$ cat config.mk
export PLATFORM = sky130hd
export DESIGN_NAME = crop_video_core
export DESIGN_NICKNAME = d
export VERILOG_FILES = /design/src/rtl/crop_video_pkg.sv /design/src/rtl/crop_video_out_reg.sv /design/src/rtl/crop_video_core.sv
export SDC_FILE = /design/constraint.sdc
export NUM_CORES = 1
export LEC_CHECK = 0
export ABC_AREA = 1
export ABC_CLOCK_PERIOD_IN_PS = 12200
export CAP_MARGIN = 20
export CELL_PAD_IN_SITES_DETAIL_PLACEMENT = 0
export CELL_PAD_IN_SITES_GLOBAL_PLACEMENT = 1
export CORE_MARGIN = 2
export CORE_UTILIZATION = 35
export CTS_BUF_LIST = sky130_fd_sc_hd__clkbuf_2
export DETAILED_ROUTE_END_ITERATION = 12
export PLACE_DENSITY_LB_ADDON = 0.1
export SYNTH_ARGS = -nofsm -noshare
export SYNTH_HDL_FRONTEND = slang
export SYNTH_HIERARCHICAL = 1
export SYNTH_SLANG_ARGS = --single-unit
$ cat constraint.sdc
create_clock -name clk -period 12.2 [get_ports clk]
set_input_delay 1.83 -clock clk [delete_from_list [all_inputs] [get_ports clk]]
set_output_delay 1.83 -clock clk [all_outputs]
set_load 0.005 [all_outputs]
$ cat src/rtl/crop_video_pkg.sv
// Shared types and defaults for the AXI4-Stream video crop engine.
package crop_video_pkg;

   localparam int DATA_W_DEF  = 24;
   localparam int COORD_W_DEF = 12;

   typedef enum logic [0:0] {
      WAIT_SOF = 1'b0,
      ACTIVE   = 1'b1
   } crop_state_t;

   typedef struct packed {
      logic [COORD_W_DEF-1:0] x0;
      logic [COORD_W_DEF-1:0] y0;
      logic [COORD_W_DEF-1:0] w;
      logic [COORD_W_DEF-1:0] h;
   } crop_cfg_t;

   typedef struct packed {
      logic [DATA_W_DEF-1:0] data;
      logic                  user;
      logic                  last;
   } axis_beat_t;

   // Increment that sticks at all-ones so long lines never wrap back into the window.
   function automatic logic [COORD_W_DEF-1:0] sat_inc(input logic [COORD_W_DEF-1:0] v);
      return (&v) ? v : v + COORD_W_DEF'(1);
   endfunction

endpackage

$ cat src/rtl/crop_video_out_reg.sv
// Single-entry AXIS output register; holds its beat until the sink takes it.
module crop_video_out_reg
   import crop_video_pkg::*;
(
   input  logic       clk,
   input  logic       rst,
   input  logic       load,
   input  axis_beat_t load_beat,
   output logic       s_ready,
   output logic [DATA_W_DEF-1:0] m_tdata,
   output logic       m_tvalid,
   input  logic       m_tready,
   output logic       m_tuser,
   output logic       m_tlast
);

   // Valid/ready: a beat moves when valid and ready are both high at a clock edge;
   // valid never drops and data never changes while the beat waits for ready.
   assign s_ready = !m_tvalid | m_tready;

   always_ff @(posedge clk) begin
      if (rst) begin
         m_tvalid <= 1'b0;
         m_tdata  <= '0;
         m_tuser  <= 1'b0;
         m_tlast  <= 1'b0;
      end else if (load) begin
         m_tvalid <= 1'b1;
         m_tdata  <= load_beat.data;
         m_tuser  <= load_beat.user;
         m_tlast  <= load_beat.last;
      end else if (m_tready) begin
         m_tvalid <= 1'b0;
      end
   end

endmodule

$ cat src/rtl/crop_video_core.sv
// AXIS video crop: tracks raster position, keeps pixels inside a programmable
// window and regenerates SOF/EOL for the cropped frame.
module crop_video_core
   import crop_video_pkg::*;
#(
   parameter int DATA_W  = DATA_W_DEF,
   parameter int COORD_W = COORD_W_DEF
) (
   input  logic               clk,
   input  logic               rst,
   input  logic [DATA_W-1:0]  s_axis_tdata,
   input  logic               s_axis_tvalid,
   output logic               s_axis_tready,
   input  logic               s_axis_tuser,
   input  logic               s_axis_tlast,
   output logic [DATA_W-1:0]  m_axis_tdata,
   output logic               m_axis_tvalid,
   input  logic               m_axis_tready,
   output logic               m_axis_tuser,
   output logic               m_axis_tlast,
   input  logic [COORD_W-1:0] cfg_x0,
   input  logic [COORD_W-1:0] cfg_y0,
   input  logic [COORD_W-1:0] cfg_w,
   input  logic [COORD_W-1:0] cfg_h,
   output logic               frame_err
);

   localparam int SW = COORD_W + 1;

   crop_state_t        state, state_nxt;
   logic [COORD_W-1:0] x, y;
   logic [COORD_W-1:0] cur_x, cur_y;
   crop_cfg_t          cfg_q, cfg_eff;
   logic               sof_sent;
   logic               accept, is_sof, process;
   logic [SW-1:0]      x_end, y_end;
   logic               in_x, in_y;
   logic               keep;
   axis_beat_t         keep_beat;

   assign accept  = s_axis_tvalid & s_axis_tready;
   assign is_sof  = accept & s_axis_tuser;
   assign process = accept & ((state == ACTIVE) | s_axis_tuser);

   // An SOF beat is pixel (0,0) of a new frame and sees the live config.
   always_comb begin
      cur_x   = x;
      cur_y   = y;
      cfg_eff = cfg_q;
      if (s_axis_tuser) begin
         cur_x   = '0;
         cur_y   = '0;
         cfg_eff = '{x0: cfg_x0, y0: cfg_y0, w: cfg_w, h: cfg_h};
      end
   end

   // Window ends carry one extra bit so a window reaching the coordinate limit does not wrap.
   assign x_end = {1'b0, cfg_eff.x0} + {1'b0, cfg_eff.w};
   assign y_end = {1'b0, cfg_eff.y0} + {1'b0, cfg_eff.h};
   assign in_x  = (cur_x >= cfg_eff.x0) & ({1'b0, cur_x} < x_end);
   assign in_y  = (cur_y >= cfg_eff.y0) & ({1'b0, cur_y} < y_end);
   assign keep  = process & in_x & in_y;

   always_comb begin
      keep_beat.data = s_axis_tdata;
      keep_beat.user = s_axis_tuser | !sof_sent;
      keep_beat.last = s_axis_tlast | ({1'b0, cur_x} == (x_end - SW'(1)));
   end

   always_comb begin
      state_nxt = state;
      if (is_sof) state_nxt = ACTIVE;
   end

   always_ff @(posedge clk) begin
      if (rst) state <= WAIT_SOF;
      else     state <= state_nxt;
   end

   always_ff @(posedge clk) begin
      if (rst) begin
         x         <= '0;
         y         <= '0;
         cfg_q     <= '0;
         sof_sent  <= 1'b0;
         frame_err <= 1'b0;
      end else begin
         frame_err <= is_sof & (state == ACTIVE) & (x != '0);
         if (process) begin
            if (s_axis_tlast) begin
               x <= '0;
               y <= sat_inc(cur_y);
            end else begin
               x <= sat_inc(cur_x);
               y <= cur_y;
            end
         end
         if (is_sof) cfg_q <= cfg_eff;
         if (keep)        sof_sent <= 1'b1;
         else if (is_sof) sof_sent <= 1'b0;
      end
   end

   crop_video_out_reg u_out_reg (
      .clk       (clk),
      .rst       (rst),
      .load      (keep),
      .load_beat (keep_beat),
      .s_ready   (s_axis_tready),
      .m_tdata   (m_axis_tdata),
      .m_tvalid  (m_axis_tvalid),
      .m_tready  (m_axis_tready),
      .m_tuser   (m_axis_tuser),
      .m_tlast   (m_axis_tlast)
   );

endmodule

Yosys cells after proc, flatten, opt, wreduce, memory -nomap -nowiden:

Index checks and enable logic that the tools add are counted.

* flip-flop bits (word level): 102
* bits of input ports: 78
* word-level logic and storage cells: 54

* bitwise gates (word level): 13
* equal/unequal tests: 1
* order comparisons: 4
* add/sub/neg operators: 5
* reduce and logical (&&, ||, !) cells: 7
* mux-type cells: 11

Operators by type and width (number)
* 12-bit 2-to-1 mux: 6
* 48-bit 2-to-1 mux: 1
* 12-bit by 12-bit adder with 13-bit output: 2
* 12-bit by 13-bit < comparator with 1-bit output: 2
* 12-bit by 1-bit adder with 12-bit output (second input constant): 2
* 12-bit >= comparator: 2
* 12-bit AND reduction: 2
* 12-bit by 13-bit equality test with 1-bit output: 1
* 13-bit by 1-bit subtractor with 13-bit output (second input constant): 1
* 12-bit nonzero test: 1
* 1-bit AND: 9
* 1-bit 2-to-1 mux: 4
* 1-bit bitwise OR: 4
* 2-bit nonzero test: 2
* 1-bit zero test: 2

Longest topological paths before layout:

* word-level depth: 7
* depth in mapped cells: 34

Cells and area by module:

Netlist, hierarchy kept.

Modules (own cells, without submodules)
* crop_video_core: instances 1, area an instance 6749.0 sq um, cells an instance 1050
* crop_video_out_reg: instances 1, area an instance 967.2 sq um, cells an instance 117

Worst setup path after synthesis:

No wires, ideal clock.

* path kind: input port to flip-flop
* start point: input s_axis_tuser
* end point: register u_out_reg.m_tdata[10]
* buffers on the path: 7
* stages: 31
* path slack: 6.402 ns
* data arrival time: 5.682 ns
* data required time: 12.084 ns
* setup time: 0.116 ns
* cells stage by stage: buf_6 -> buf_6 -> clkbuf_1 -> clkbuf_1 -> clkbuf_1 -> o21ai_0 -> ha_1 -> fa_1 -> nand3_1 -> nand2_2 -> nand2_1 -> nand3_1 -> nand2_1 -> inv_1 -> ha_1 -> nand2_1 -> inv_1 -> nor3_1 -> nand2_1 -> a21oi_1 -> nand2_1 -> nand2_1 -> nand2_1 -> nand2_1 -> nand3_1 -> inv_1 -> buf_6 -> inv_8 -> buf_6 -> nor2_1 -> nor2_1

RTL lines
* from (decl): line crop_video_core.sv:14 `input logic s_axis_tuser,`
* to (signal assigned): line crop_video_out_reg.sv:29 `m_tdata <= load_beat.data;`
* to (decl): line crop_video_out_reg.sv:10 `output logic [DATA_W_DEF-1:0] m_tdata,`

==> results.tsv <==
stage	metric	value	unit
run_status	status	completed	
drt	first_pass_iters	4	
finish	final_util	0.4174	
placement	dp.final_hpwl	17.37	mm
timing	max_freq	157.4	MHz
finish	mostFrequentLayoutCell	nand2_1	
drt	dr.first_iter.drc_count	380	
worst_setup_path	criticalPathCategory	input port to register	
synth	synth-seq-cells	102	
cts	cts_root_buf	clkbuf_2	
hold_path	min_path_cells	2	
synth	synth_top_area_frac	0.2646	
grt	met1_usage	0.2516	
grt	first_global_vias	7216	
worst_setup_path	critical_path.max_fanout	58	
synth	syn-instance-count	1167	
synth	synth_area_leaders	dfxtp_1 26%, ha_1 12%, nand2_1 11%, o21ai_0 8.3%, inv_1 7.5%	
timing	finalMaxSlewViolations	0	
die	dieArea	0.02325	mm²
drt	wl	22.76	mm
cts	path_clk_slew	0.31	ns
grt	grt_overflow_total	0	
placement	pre_cts_slack	5.146	ns
synth	ys_types	44	
hold_path	min_path_type	register to register	
drt	avgRoutedWirePerCell	14.83	µm
placement	placed_area	0.008936	mm²
synth	yosys.area.top_type	dfxtp_1	
finish	area_growth	17.69	%
worst_setup_path	max_stage_delay	0.67	ns
synth	syn_area	0.007716	mm²
timing	tightest_slew	0.8856	ns
worst_setup_path	crit_slowest_cell	inv_1	
worst_setup_path	crit_path_frequent_cell	nand2_1	
die	io_pins	107	
timing	hold_viol	0	
grt	met3_usage	0.02873	
placement	gp_congestion	0.8311	
timing	fin_crit_sh	0.5207	
timing	min_period	6.352	ns
timing	finalWorstSetupSlack	5.848	ns
cts	cts.sinks	102	
cts	cts_buffers	9	
cts	clk_latency	0.61	ns
cts	cts_hold_buffers	0	
synth	syn-num-nets	1320	
grt	grt_start_max_net_pins	64	
worst_setup_path	arrival	6.86	ns
grt	grt_usage	0.1969	
cts	cts_tree	done	
synth	synth_warnings	6	
cts	h-tree-depth	3	
grt	antenna_found_initial	1	
worst_setup_path	worstPathRequired	12.71	ns
grt	top_usage_layer	met2	
timing	grt_setup_unrepaired	no	
cts	ctsResizeCount	0	
drt	drc	0	
synth	avgSynthCellArea	6.612	µm²
worst_setup_path	cp-end-kind	register	
finish	multiInputGateArea	0.004836	mm²
finish	stdcell_count	1535	
die	core.rowCount	54	
placement	dp_cells	1516	
power_and_ir_drop	power.total	781.2	µW
finish	fillers	2398	
synth	ys_seq_area_frac	0.2646	
die	initial_core_util	0.3547	
die	die-width	152.5	µm
worst_setup_path	startpoint_type	input port	
finish	final_nets	1401	
drt	ant_nets	0	
timing	hold-worst-slack	0.4662	ns
job	max_cap_viol_count	0	
finish	regArea	0.002042	mm²
timing	max_slew_margin	0.4089	
die	coreArea	0.02176	mm²
finish	drive_above_1_share	0.08061	
grt	grt_use_met2	0.3541	
finish	final_cell_area	0.009081	mm²
timing	finalSetupViolCount	0	
drt	vias	7467	
power_and_ir_drop	leakage	4.077	nW
worst_setup_path	reg2reg_depth	25	
timing	clock_skew	0.04142	ns
grt	grt_pass1_wl	37.22	mm
cts	post_cts_buffers	0	
power_and_ir_drop	ir_drop	0.05006	mV
finish	final_cell_mix	233 x nand2_1, 154 x inv_1, 128 x o21ai_0, 116 x nor2_1, 105 x clkdlybuf4s50_1	
power_and_ir_drop	power-per-cell-area	86.02	mW/mm²
timing	setup_tns	0	ns
placement	io_buffers	106	
die	die-height	152.5	µm
drt	avgViaCountPerCell	4.864	
cts	clock_path_buffers	2	
==> critical path, delay by kind of cell <==
family                     cells  cell delay, ns
and+or+nand+nor               13            0.99
buffers and inverters          4            1.91
adders and majority gates      2            0.71
xor gates and xnor gates       1            0.14
AOI/OAI and AO/OA              5            1.21
==> power breakdown <==
group          switching [mW]  internal [mW]  total, mW
Sequential            0.00393          0.345      0.349
Combinational           0.159         0.0980      0.257
Clock                   0.125         0.0499      0.175
Total                   0.288          0.493      0.781
==> cells by family after synthesis <==
kind of cell	count (synthesis)	synth area share
buffers and inverters	204	0.1096
AO/OA/AOI/OAI	243	0.1657
XOR/XNOR	24	0.02724
adder cells (fa/ha/maj)	75	0.1236
AND/OR/NAND/NOR	519	0.3092
flip-flops	102	0.2646
==> state kept, by name (all words and copies together), names as in the netlist <==
register and cells:
u_out_reg/m_tdata 24, cfg_q 48, x 12, sof_sent 1, state 1, u_out_reg/m_tlast 1
y 12, u_out_reg/m_tvalid 1, u_out_reg/m_tuser 1, frame_err 1
==> layout make-up <==
| cell class | instances | area share |
|---|---|---|
| clock buffer | 10 | 0.005511 |
| timing repair buffer | 111 | 0.1218 |
| sequential | 102 | 0.2249 |
| multi-input combinational | 861 | 0.5325 |
| tap | 280 | 0.03858 |
| antenna | 2 | 0.0005511 |
| clock inverter | 6 | 0.007716 |
| inverter | 163 | 0.06848 |
==> final timing paths <==
check / startpoint / to / slack [ns]
max: s_axis_tuser / u_out_reg/m_tdata[9] / 5.85
min: cfg_q[3] / cfg_q[3] / 0.47
max reg2reg: cfg_q[24] / u_out_reg/m_tdata[9] / 7.45
min reg2reg: cfg_q[3] / cfg_q[3] / 0.47
==> layer usage <==
metal | part of all wire | vias to the layer above | wire, µm
li1 | - | 3962 | -
met1 | 0.47 | 3399 | 10700
met2 | 0.50 | 88 | 11290
met3 | 0.023 | 18 | 522
met4 | 0.011 | 0 | 251
met5 | 0 | - | 0
==> cells in the mapped netlist (all sizes together) <==
library cell / n
a211oi: 2
a21oi: 93
a221oi: 1
a22oi: 1
a31oi: 4
buf: 14
clkbuf: 27
dfxtp: 102
fa: 2
ha: 73
inv: 163
nand2: 249
nand3: 70
nand4: 17
nor2: 136
nor3: 15
nor3b: 6
nor4: 4
o2111ai: 1
o211ai: 7
o21ai: 132
o221ai: 1
o31ai: 1
or2: 22
xnor2: 4
xor2: 20
Power figures use the tool's default switching activity.
==> RTL change: new RTL, config.mk and constraints unchanged <==
The package constant `DATA_W_DEF` goes from 24 to 12.
--- a/src/rtl/crop_video_pkg.sv
+++ b/src/rtl/crop_video_pkg.sv
@@ -3,3 +3,3 @@
 
-   localparam int DATA_W_DEF  = 24;
+   localparam int DATA_W_DEF  = 12;
    localparam int COORD_W_DEF = 12;
Interface: changed (resized m_axis_tdata and s_axis_tdata); port bits go from 107 to 83. No check against the original RTL was run, so the function may have changed too.
==> RTL change against the original RTL <==
- design area decreased by 7.6%
- power fell by 10%
- synthesized cell count decreased by 4.5%
- synthesized area shrank 5.8%
- highest routed layer unchanged
- utilization decreased by 0.40 points
- setup slack got worse by 0.18 ns
- global-route usage rose by 0.49 points
- largest cell class unchanged
- sequential cell count decreased by 12
- wire length is 5.8% lower
==> RTL change: results <==
export IMPL_dp_cells=1434
export IMPL_grtUsageMet2_pct=36.7
export IMPL_ys_top_cells_by_count="nand2_1, inv_1, o21ai_0, nor2_1"
export IMPL_wl_um=21500
export IMPL_peakVddDrop_v=0.0000404
export IMPL_multi_input_area_mm2=0.00468
export IMPL_met3_length_um=431
export IMPL_fmax_mhz=153
export IMPL_grtUsageTotal_pct=20.2
export IMPL_critPathSlowestCell="buf_4"
export IMPL_max_stage_delay_ns=0.59
export IMPL_skew_ns=0.0317
export IMPL_multi_input_cells=825
export IMPL_num_vias=7017
export IMPL_path_clk_slew_ns=0.25
export IMPL_fillCellCount=2276
export IMPL_synth_seq_area_share_pct=24.8
export IMPL_synth_seq_cells=90
export IMPL_place_hpwl_um=16400
export IMPL_buffer_area_share_pct=10.3
export IMPL_setup_worst_path_end="u_out_reg/m_tdata[4]"
export IMPL_met2_length_um=10700
export IMPL_cp_data_arrival_time_ns=7.06
export IMPL_worstMarginPinSlew_ns=0.830
export IMPL_synth_cells=1115
export IMPL_dr_pass1_iters=5
export IMPL_p_int_uw=428
export IMPL_placed_area_mm2=0.00828
export IMPL_leakagePower_uw=0.00380
export IMPL_io_buffer_count=82
export IMPL_grt_use_met1_pct=25.5
export IMPL_clk_share_pct=1.03
export IMPL_met3_usage_pct=2.88
export IMPL_first_global_vias=6843
export IMPL_grt_pass1_wl_um=35200
export IMPL_dp_slack_ns=4.99
export IMPL_synth_area_leaders="dfxtp_1, ha_1, nand2_1"
export IMPL_min_from="cfg_q[23]"
export IMPL_final_util_pct=41.3
export IMPL_outcome="completed"
export IMPL_clkbuf_count=11
export IMPL_drtIter0Drc=293
export IMPL_sh_seq_area_pct=21.5
export IMPL_gp_congestion=0.807
## RTL change: worst reg2reg max path, delay by kind of cell (launching register included)
| kind | cells | cell delay [ns] |
|---|---|---|
| buf+inv | 4 | 0.69 |
| simple gates | 12 | 0.94 |
| xor+xnor | 1 | 0.14 |
| compound gates | 5 | 1.27 |
| flops | 1 | 0.37 |
| fa+ha+maj | 3 | 0.96 |
## RTL change: cells by family (layout without fill, tap and decap cells)
family | Yosys count | after routing | share of synthesized area [%]
and+or+nand+nor | 495 | 495 | 31.6
AOI/OAI and AO/OA | 231 | 231 | 16.8
buffers and inverters | 200 | 266 | 10.9
DFF | 90 | 90 | 24.8
adders and majority gates | 75 | 75 | 13.1
xor gates and xnor gates | 24 | 24 | 2.89
other | 0 | 2 | 0
## RTL change: power by group through the flow
stage	clock, uW	combinational [uW]	sequential [uW]
after floorplan	0	182	314
after global placement	0	253	315
after detailed placement	0	252	315
after CTS	146	254	310
after global routing	156	291	311
final	140	251	309
